--- config.mk ---
export PLATFORM = sky130hd
export DESIGN_NAME = id_ex_stage
export DESIGN_NICKNAME = d
export VERILOG_FILES = /design/src/rtl/id_ex_stage.sv
export SDC_FILE = /design/constraint.sdc
export NUM_CORES = 1
export LEC_CHECK = 0
export ABC_CLOCK_PERIOD_IN_PS = 7350
export CORE_AREA = 3 3 142 144
export DETAILED_ROUTE_END_ITERATION = 8
export DIE_AREA = 0 0 145 147
export HOLD_SLACK_MARGIN = 0.1
export PLACE_DENSITY = 0.77
export SETUP_SLACK_MARGIN = 0.05
export SLEW_MARGIN = 30
export SYNTH_ARGS = -nofsm -noshare
export SYNTH_HDL_FRONTEND = slang
export SYNTH_SLANG_ARGS = --single-unit
--- constraint.sdc ---
create_clock -name clk -period 7.35 [get_ports clk]
set_input_delay 2.205 -clock clk [delete_from_list [all_inputs] [get_ports clk]]
set_output_delay 2.205 -clock clk [all_outputs]
set_load 0.05 [all_outputs]
--- src/rtl/id_ex_stage.sv ---
// ID/EX pipeline register for a 5-stage RISC pipeline.
// Captures decoded operands (with write-back bypass), detects the classic
// load-use hazard against the instruction currently in EX, and inserts a
// single bubble when needed. Also honours downstream hold and branch flush.
//
// Control word layout (id_ctrl / ex_ctrl):
//   [8] reg_write  [7] mem_read  [6] mem_write  [5] mem_to_reg
//   [4] alu_src    [3] reg_dst   [2:0] alu_op
//
// Stage handshake: the stage accepts the decode-side instruction on a rising
// edge only when stall_id is low and no flush is in progress; when stall_id
// is high the upstream PC and IF/ID register must present the same
// instruction again on the next cycle. ex_hold is the downstream "not
// ready" and freezes every register in this stage, including bubble_count.

module id_ex_stage (
  input  logic        clk,
  input  logic        reset,

  input  logic        id_valid,
  input  logic [4:0]  id_rs,
  input  logic [4:0]  id_rt,
  input  logic [4:0]  id_rd,
  input  logic [31:0] id_rs_data,
  input  logic [31:0] id_rt_data,
  input  logic [31:0] id_imm,
  input  logic [31:0] id_pc4,
  input  logic        id_uses_rt,
  input  logic [8:0]  id_ctrl,

  input  logic        wb_reg_write,
  input  logic [4:0]  wb_write_reg,
  input  logic [31:0] wb_write_data,

  input  logic        ex_hold,
  input  logic        ex_flush,

  output logic        stall_id,

  output logic        ex_valid,
  output logic [8:0]  ex_ctrl,
  output logic [4:0]  ex_rs,
  output logic [4:0]  ex_rt,
  output logic [4:0]  ex_rd,
  output logic [31:0] ex_rs_data,
  output logic [31:0] ex_rt_data,
  output logic [31:0] ex_imm,
  output logic [31:0] ex_pc4,

  output logic [15:0] bubble_count
);

  // Bit positions inside the control word.
  localparam int CTRL_REG_WRITE = 8;
  localparam int CTRL_MEM_READ  = 7;
  localparam int CTRL_MEM_WRITE = 6;

  localparam logic [15:0] BUBBLE_MAX = 16'hFFFF;

  // What the register bank does on the coming edge, in priority order.
  typedef enum logic [2:0] {
    ACT_RESET   = 3'd0,
    ACT_FLUSH   = 3'd1,
    ACT_HOLD    = 3'd2,
    ACT_BUBBLE  = 3'd3,
    ACT_CAPTURE = 3'd4
  } action_t;

  action_t     action;
  logic        ex_mem_read;
  logic        rs_match;
  logic        rt_match;
  logic        load_use;
  logic        wb_active;
  logic [31:0] rs_bypassed;
  logic [31:0] rt_bypassed;

  // Load-use detection against the instruction currently in EX.
  always_comb begin
    ex_mem_read = ex_ctrl[CTRL_MEM_READ];
    rs_match    = (ex_rt == id_rs);
    rt_match    = id_uses_rt && (ex_rt == id_rt);
    load_use    = ex_valid && ex_mem_read && (ex_rt != 5'd0) && id_valid &&
                  (rs_match || rt_match);
  end

  // Stall request to IF/ID; forced low while the stage is being reset.
  always_comb begin
    stall_id = !reset && (load_use || ex_hold);
  end

  // Write-back bypass: the register file is read and written in the same
  // cycle, so the freshly written value wins over the stale read data.
  always_comb begin
    wb_active   = wb_reg_write && (wb_write_reg != 5'd0);
    rs_bypassed = (wb_active && (wb_write_reg == id_rs)) ? wb_write_data : id_rs_data;
    rt_bypassed = (wb_active && (wb_write_reg == id_rt)) ? wb_write_data : id_rt_data;
  end

  // Edge action selection: reset > flush > hold > hazard bubble > capture.
  always_comb begin
    action = ACT_CAPTURE;
    if (reset) begin
      action = ACT_RESET;
    end else if (ex_flush) begin
      action = ACT_FLUSH;
    end else if (ex_hold) begin
      action = ACT_HOLD;
    end else if (load_use) begin
      action = ACT_BUBBLE;
    end
  end

  // EX-stage valid and control; flush and bubble both zero the whole
  // control word so no write or memory strobe can leak from a squashed slot.
  always_ff @(posedge clk) begin
    case (action)
      ACT_RESET: begin
        ex_valid <= 1'b0;
        ex_ctrl  <= 9'd0;
      end
      ACT_FLUSH, ACT_BUBBLE: begin
        ex_valid <= 1'b0;
        ex_ctrl  <= 9'd0;
      end
      ACT_HOLD: begin
        ex_valid <= ex_valid;
        ex_ctrl  <= ex_ctrl;
      end
      default: begin
        ex_valid <= id_valid;
        ex_ctrl  <= id_valid ? id_ctrl : 9'd0;
      end
    endcase
  end

  // EX-stage operand and index fields; left untouched by flush and bubble
  // because ex_valid/ex_ctrl already mark the slot as empty.
  always_ff @(posedge clk) begin
    case (action)
      ACT_RESET: begin
        ex_rs      <= 5'd0;
        ex_rt      <= 5'd0;
        ex_rd      <= 5'd0;
        ex_rs_data <= 32'd0;
        ex_rt_data <= 32'd0;
        ex_imm     <= 32'd0;
        ex_pc4     <= 32'd0;
      end
      ACT_CAPTURE: begin
        ex_rs      <= id_rs;
        ex_rt      <= id_rt;
        ex_rd      <= id_rd;
        ex_rs_data <= rs_bypassed;
        ex_rt_data <= rt_bypassed;
        ex_imm     <= id_imm;
        ex_pc4     <= id_pc4;
      end
      default: begin
        ex_rs      <= ex_rs;
        ex_rt      <= ex_rt;
        ex_rd      <= ex_rd;
        ex_rs_data <= ex_rs_data;
        ex_rt_data <= ex_rt_data;
        ex_imm     <= ex_imm;
        ex_pc4     <= ex_pc4;
      end
    endcase
  end

  // Saturating count of load-use bubbles actually inserted.
  always_ff @(posedge clk) begin
    if (action == ACT_RESET) begin
      bubble_count <= 16'd0;
    end else if ((action == ACT_BUBBLE) && (bubble_count != BUBBLE_MAX)) begin
      bubble_count <= bubble_count + 16'd1;
    end
  end

  // Safety properties on the registered outputs.
  always_ff @(posedge clk) begin
    if (!reset && !ex_valid) begin
      assert (ex_ctrl[CTRL_REG_WRITE] == 1'b0 && ex_ctrl[CTRL_MEM_READ] == 1'b0 &&
              ex_ctrl[CTRL_MEM_WRITE] == 1'b0)
        else $error("empty EX slot carries an active write or memory strobe");
    end
  end

endmodule
# Word level (Yosys, flattened, before mapping)
# Index checks and enable logic that the tools add are counted.
# W data, S select, Z words.
[classes] n_mux=16 add_sub_neg=1 n_eq_ne=9 reduce_logical=18
[ops] operator="$pmux W32 S2" n=4
[ops] operator="$mux W32" n=2
[ops] operator="$pmux W5 S2" n=3
[ops] operator="$eq A5 B5 Y1" n=4
[ops] operator="$pmux W9 S2" n=1
[ops] operator="$add A16 B1 Y16 const B" n=1
[ops] operator="$ne A16 B16 Y1 const B" n=1
[ops] operator="$mux W3" n=4
[ops] operator="$logic_and A1 B1 Y1" n=10
[ops] operator="$reduce_bool A5 Y1" n=2
[ops] operator="$mux W9" n=1
[ops] operator="$eq A3 B2 Y1 const B" n=2
[ops] operator="$eq A3 B1 Y1 const B" n=1
[ops] operator="$eq A3 B3 Y1 const B" n=1
[ops] operator="$logic_not A3 Y1" n=1
[ops] operator="$reduce_or A3 Y1" n=1
[ops] operator="$logic_or A1 B1 Y1" n=2
[ops] operator="$pmux W1 S2" n=1
[ops] operator="$reduce_bool A2 Y1" n=1
[ops] operator="$logic_not A1 Y1" n=1
[word_totals] reg_bits=169 output_inout_bits=170 word_cells=54 input_bits=196

# Longest topological paths before layout
[depth] ltp_word=11 ltp_mapped=8 depth_no_buf=6

# Least setup slack after synthesis
# No wires, ideal clock.
[synth_path] path_type="input to register" from="in id_rt[0]" to="reg ex_imm[0] (enable)" required_ns=6.849 slack_ns=0.771 cell_stages=6 arrival_ns=6.078 n_path_buf=1 setup_ns=0.501 cell_sequence="xor2_1 -> nor4_2 -> a32oi_2 -> clkbuf_1 -> nand2b_1 -> a21o_1"
[synth_between] elab_chain_cells=10 elab_cells_between_ends=11 classes_between="eq/ne (2); mux (4); reduce/logical (5)"
[synth_lines] item="from (decl)" line="22" rtl="input logic [4:0] id_rt,"
[synth_lines] item="$eq A5 B5 Y1 (*)" line="82" rtl="rt_match = id_uses_rt && (ex_rt == id_rt);"
[synth_lines] item="$logic_and A1 B1 Y1 (*)" line="82"
[synth_lines] item="$logic_or A1 B1 Y1 (*)" line="84" rtl="(rs_match || rt_match);"
[synth_lines] item="$logic_and A1 B1 Y1 (*)" line="83" rtl="load_use = ex_valid && ex_mem_read && (ex_rt != 5'd0) && id_valid &&"
[synth_lines] item="$mux W3 (*)" line="109" rtl="end else if (load_use) begin"
[synth_lines] item="$mux W3 (*)" line="107" rtl="end else if (ex_hold) begin"
[synth_lines] item="$mux W3 (*)" line="105" rtl="end else if (ex_flush) begin"
[synth_lines] item="$mux W3 (*)" line="103" rtl="if (reset) begin"
[synth_lines] item="$eq A3 B3 Y1 / $logic_not A3 Y1 (equally long branches)" line="140" rtl="case (action)"
[synth_lines] item="$reduce_bool A2 Y1 (no line) (*)"
[synth_lines] item="to (signal assigned)" line="156" rtl="ex_imm <= id_imm;"
[synth_lines] item="to (signal assigned)" line="165" rtl="ex_imm <= ex_imm;"
[synth_lines] item="to (decl)" line="47" rtl="output logic [31:0] ex_imm,"
# Every way passes the cells marked *; elsewhere a longest branch is shown, timed or not.
# A chain may end at the register's enable or synchronous reset.

# Final worst setup path
[layout_path] from="in id_rt[3]" to="out stall_id"
[layout_between] elab_chain_cells=6
[layout_lines] item="$eq A5 B5 Y1" line="82"
[layout_lines] item="$logic_and A1 B1 Y1" line="82"
[layout_lines] item="$logic_or A1 B1 Y1" line="84"
[layout_lines] item="$logic_and A1 B1 Y1" line="83"
[layout_lines] item="$logic_or A1 B1 Y1" line="89" rtl="stall_id = !reset && (load_use || ex_hold);"
[layout_lines] item="$logic_and A1 B1 Y1" line="89"
[layout_lines] item="to (decl)" line="38" rtl="output logic stall_id,"
# No other way between the ends.

==> out/results.ini <==
[worst_setup_path]
crit_path_start_kind = input pin
reg2reg_depth = 7
required_ns = 5.14
arrival_ns = 3.95
worstPathMaxFanout = 3
worstSetupPathType = in2out
worstSetupEndpointType = primary output

[synth]
synth_top_area_cell = edfxtp_1
synth.area.top_cells = edfxtp_1 (63%), mux2i_1 (8.7%), and2_1 (7.6%), dfxtp_1 (4.4%), nor2_1 (3.7%)
synthMuxAreaShare = 0.0903
synth_flop_cell = edfxtp_1
synthArstFlopShare = 0
synth_xor_area_frac = 0.0238
synth-seq-area-share = 0.669
yosys.area.top_type_share = 0.625
synth_seq_cells = 169
ys_warn_count = 0
yosys.area_share.adder = 0.00170
synth.distinct_cells = 37
synth_area_um2 = 7350
synth_top_family_by_area = simple AND/OR/NAND/NOR gates
netlist_instances = 544
synthSimpleGateAreaFrac = 0.165
synth_compound_area_frac = 0.0318
avgSynthCellArea_um2 = 13.5
syn_nets = 741
synth_edf_count = 153

[flow_run]
drv_cap = 0

[timing]
max_freq_ghz = 0.162
slew_viol_final = 0
tightest_slew_ns = 0.859
max-slew-margin-rel = 0.426
rsz0062_at_grt = false
finalCriticalPeriod_ns = 6.16
finClkSkew_ns = 0.0111
finalSetupTns_ns = 0
finalSetupViolCount = 0
period_share = 0.838
hold_viol = 0

[min_path]
hold_class = reg2reg
holdPathStages = 2

[global_route]
track_usage = 0.205
grt_overflow_total = 0
grt_first_pass_wirelength_um = 33800
antenna_found_initial = 1
grt_pass1_vias = 5445
grt_max_degree = 92

[clocking]
cts.sinks = 169
cts_hold_buffers = 0
cts_setup_buffers = 0
clk_pin_slew_ns = 0.07
htreeDepth = 4
cts.repair.resized = 0
clock_path_buffers = 2
cts_made_buffers = 17
clockRootBuffer = clkbuf_16
insertion_delay_ns = 0.42
cts_tree = built

[placement]
io_buffers = 365
globalplace.congestion = 0.855
dpl_cell_area_um2 = 11300
place_inst = 1149
hpwlAfterDp_um = 16400

[routing]
dr.pass1.iters = 5
wl_per_cell_um = 18.8
wl_um = 22200
drc = 0
drt_iter0_drc = 311
vias = 5642
viasPerCell = 4.77
antenna_left = 0

[cells_and_area]
final_nets = 1105
fin_area_um2 = 11900
layout-drive-gt1-share = 0.0521
layout_commonest_cell = clkdlybuf4s50_1
finalNonFillerCells = 1182
final_cell_mix = clkdlybuf4s50_1 (364), edfxtp_1 (153), and2_1 (89)
area_growth_pct = 61.5

[status]
status = complete, no violations

[die]
core_um2 = 18800
dieHeight_um = 147
start_util = 0.390
pin_count = 366
die_area_um2 = 21300
rows = 50
die_w_um = 145

[power_and_ir_drop]
powerDensity_nw_per_um2 = 219
p_leak_nw = 4.10
ir_drop_v = 0.000150

layout make-up:
class | count | area (um^2)
diodes | 1 | 2.50
clock buffers | 18 | 429
clock inverters | 14 | 141
fillers | 1475 | 6960
inverters | 3 | 11.3
multi-input cells | 345 | 2330
flip-flops and latches | 169 | 4910
well taps | 260 | 325
repair buffers | 372 | 3720
sequential cells by signal (all words and copies together), names as in the netlist:
register / cells
ex_pc4: 32
ex_rd: 5
ex_ctrl: 9
ex_rs_data: 32
ex_rs: 5
ex_imm: 32
ex_rt: 5
ex_valid: 1
ex_rt_data: 32
bubble_count: 16
per-stage QoR:
| step | power, mW | setup WS, ns | hold WS [ns] | util |
|---|---|---|---|---|
| 6_report | 2.60 | 1.19 | 0.510 | 0.630 |
| 5_1_grt | 2.69 | 1.08 | 0.535 | 0.630 |
| 4_1_cts | 2.63 | 1.19 | 0.514 | 0.630 |
| 3_5_place_dp | 1.76 | 1.21 | 0.500 | 0.600 |
| 3_3_place_gp | 1.75 | 1.23 | 0.495 | 0.600 |
| 2_1_floorplan | 1.49 | 0.771 | 0.712 | - |
cell families (layout without fill, tap and decap cells):
logic type | Yosys count | after routing
AO/OA/AOI/OAI | 37 | 37
XOR/XNOR | 20 | 20
adder cells (fa/ha/maj) | 1 | 1
buffers and inverters | 30 | 407
flip-flops | 169 | 169
multiplexers | 66 | 66
other | 0 | 1
AND/OR/NAND/NOR | 221 | 221
cells in the mapped netlist, types with 5 or more instances:
library cell	instances
a21oi_1	16
and2_1	89
buf_2	14
clkbuf_1	12
dfxtp_1	16
edfxtp_1	153
mux2i_1	64
nand2_1	7
nand3_1	9
nand4_1	10
nor2_1	73
nor3_1	5
o21ai_0	6
o31ai_1	8
or3_1	5
or4_1	9
xnor2_1	7
xor2_1	13
layer usage:
layer	routed length, um	track usage	share of wire	vias up
met5	0	0	0	-
met4	693	0.0865	0.031	0
met3	1820	0.0672	0.082	37
met2	11400	0.348	0.51	240
met1	8340	0.241	0.38	2657
li1	-	-	-	2708
critical path, stage by stage:
cell and delay [ns]:
clkdlybuf4s50_1 0.48, xor2_1 0.18, nor4_2 0.32, a32oi_2 0.16, nand2b_1 0.20, a21oi_1 0.17
buf_4 0.24
worst paths after layout:
kind                                 startpoint                            end  slack [ns]
hold reg to reg   bubble_count[14]$_SDFFE_PP0P_  bubble_count[14]$_SDFFE_PP0P_        0.51
hold / removal    bubble_count[14]$_SDFFE_PP0P_  bubble_count[14]$_SDFFE_PP0P_        0.51
setup reg to reg         ex_rt[3]$_SDFFCE_PP0P_       ex_pc4[25]$_SDFFCE_PP0P_        4.50
setup / recovery                       id_rt[3]                       stall_id        1.19
power by group:
part	switching, mW	internal, mW
combinational	0.360	0.230
clock	0.396	0.476
sequential	0.0208	1.12
total	0.777	1.83
(Power assumes the default switching activity.)
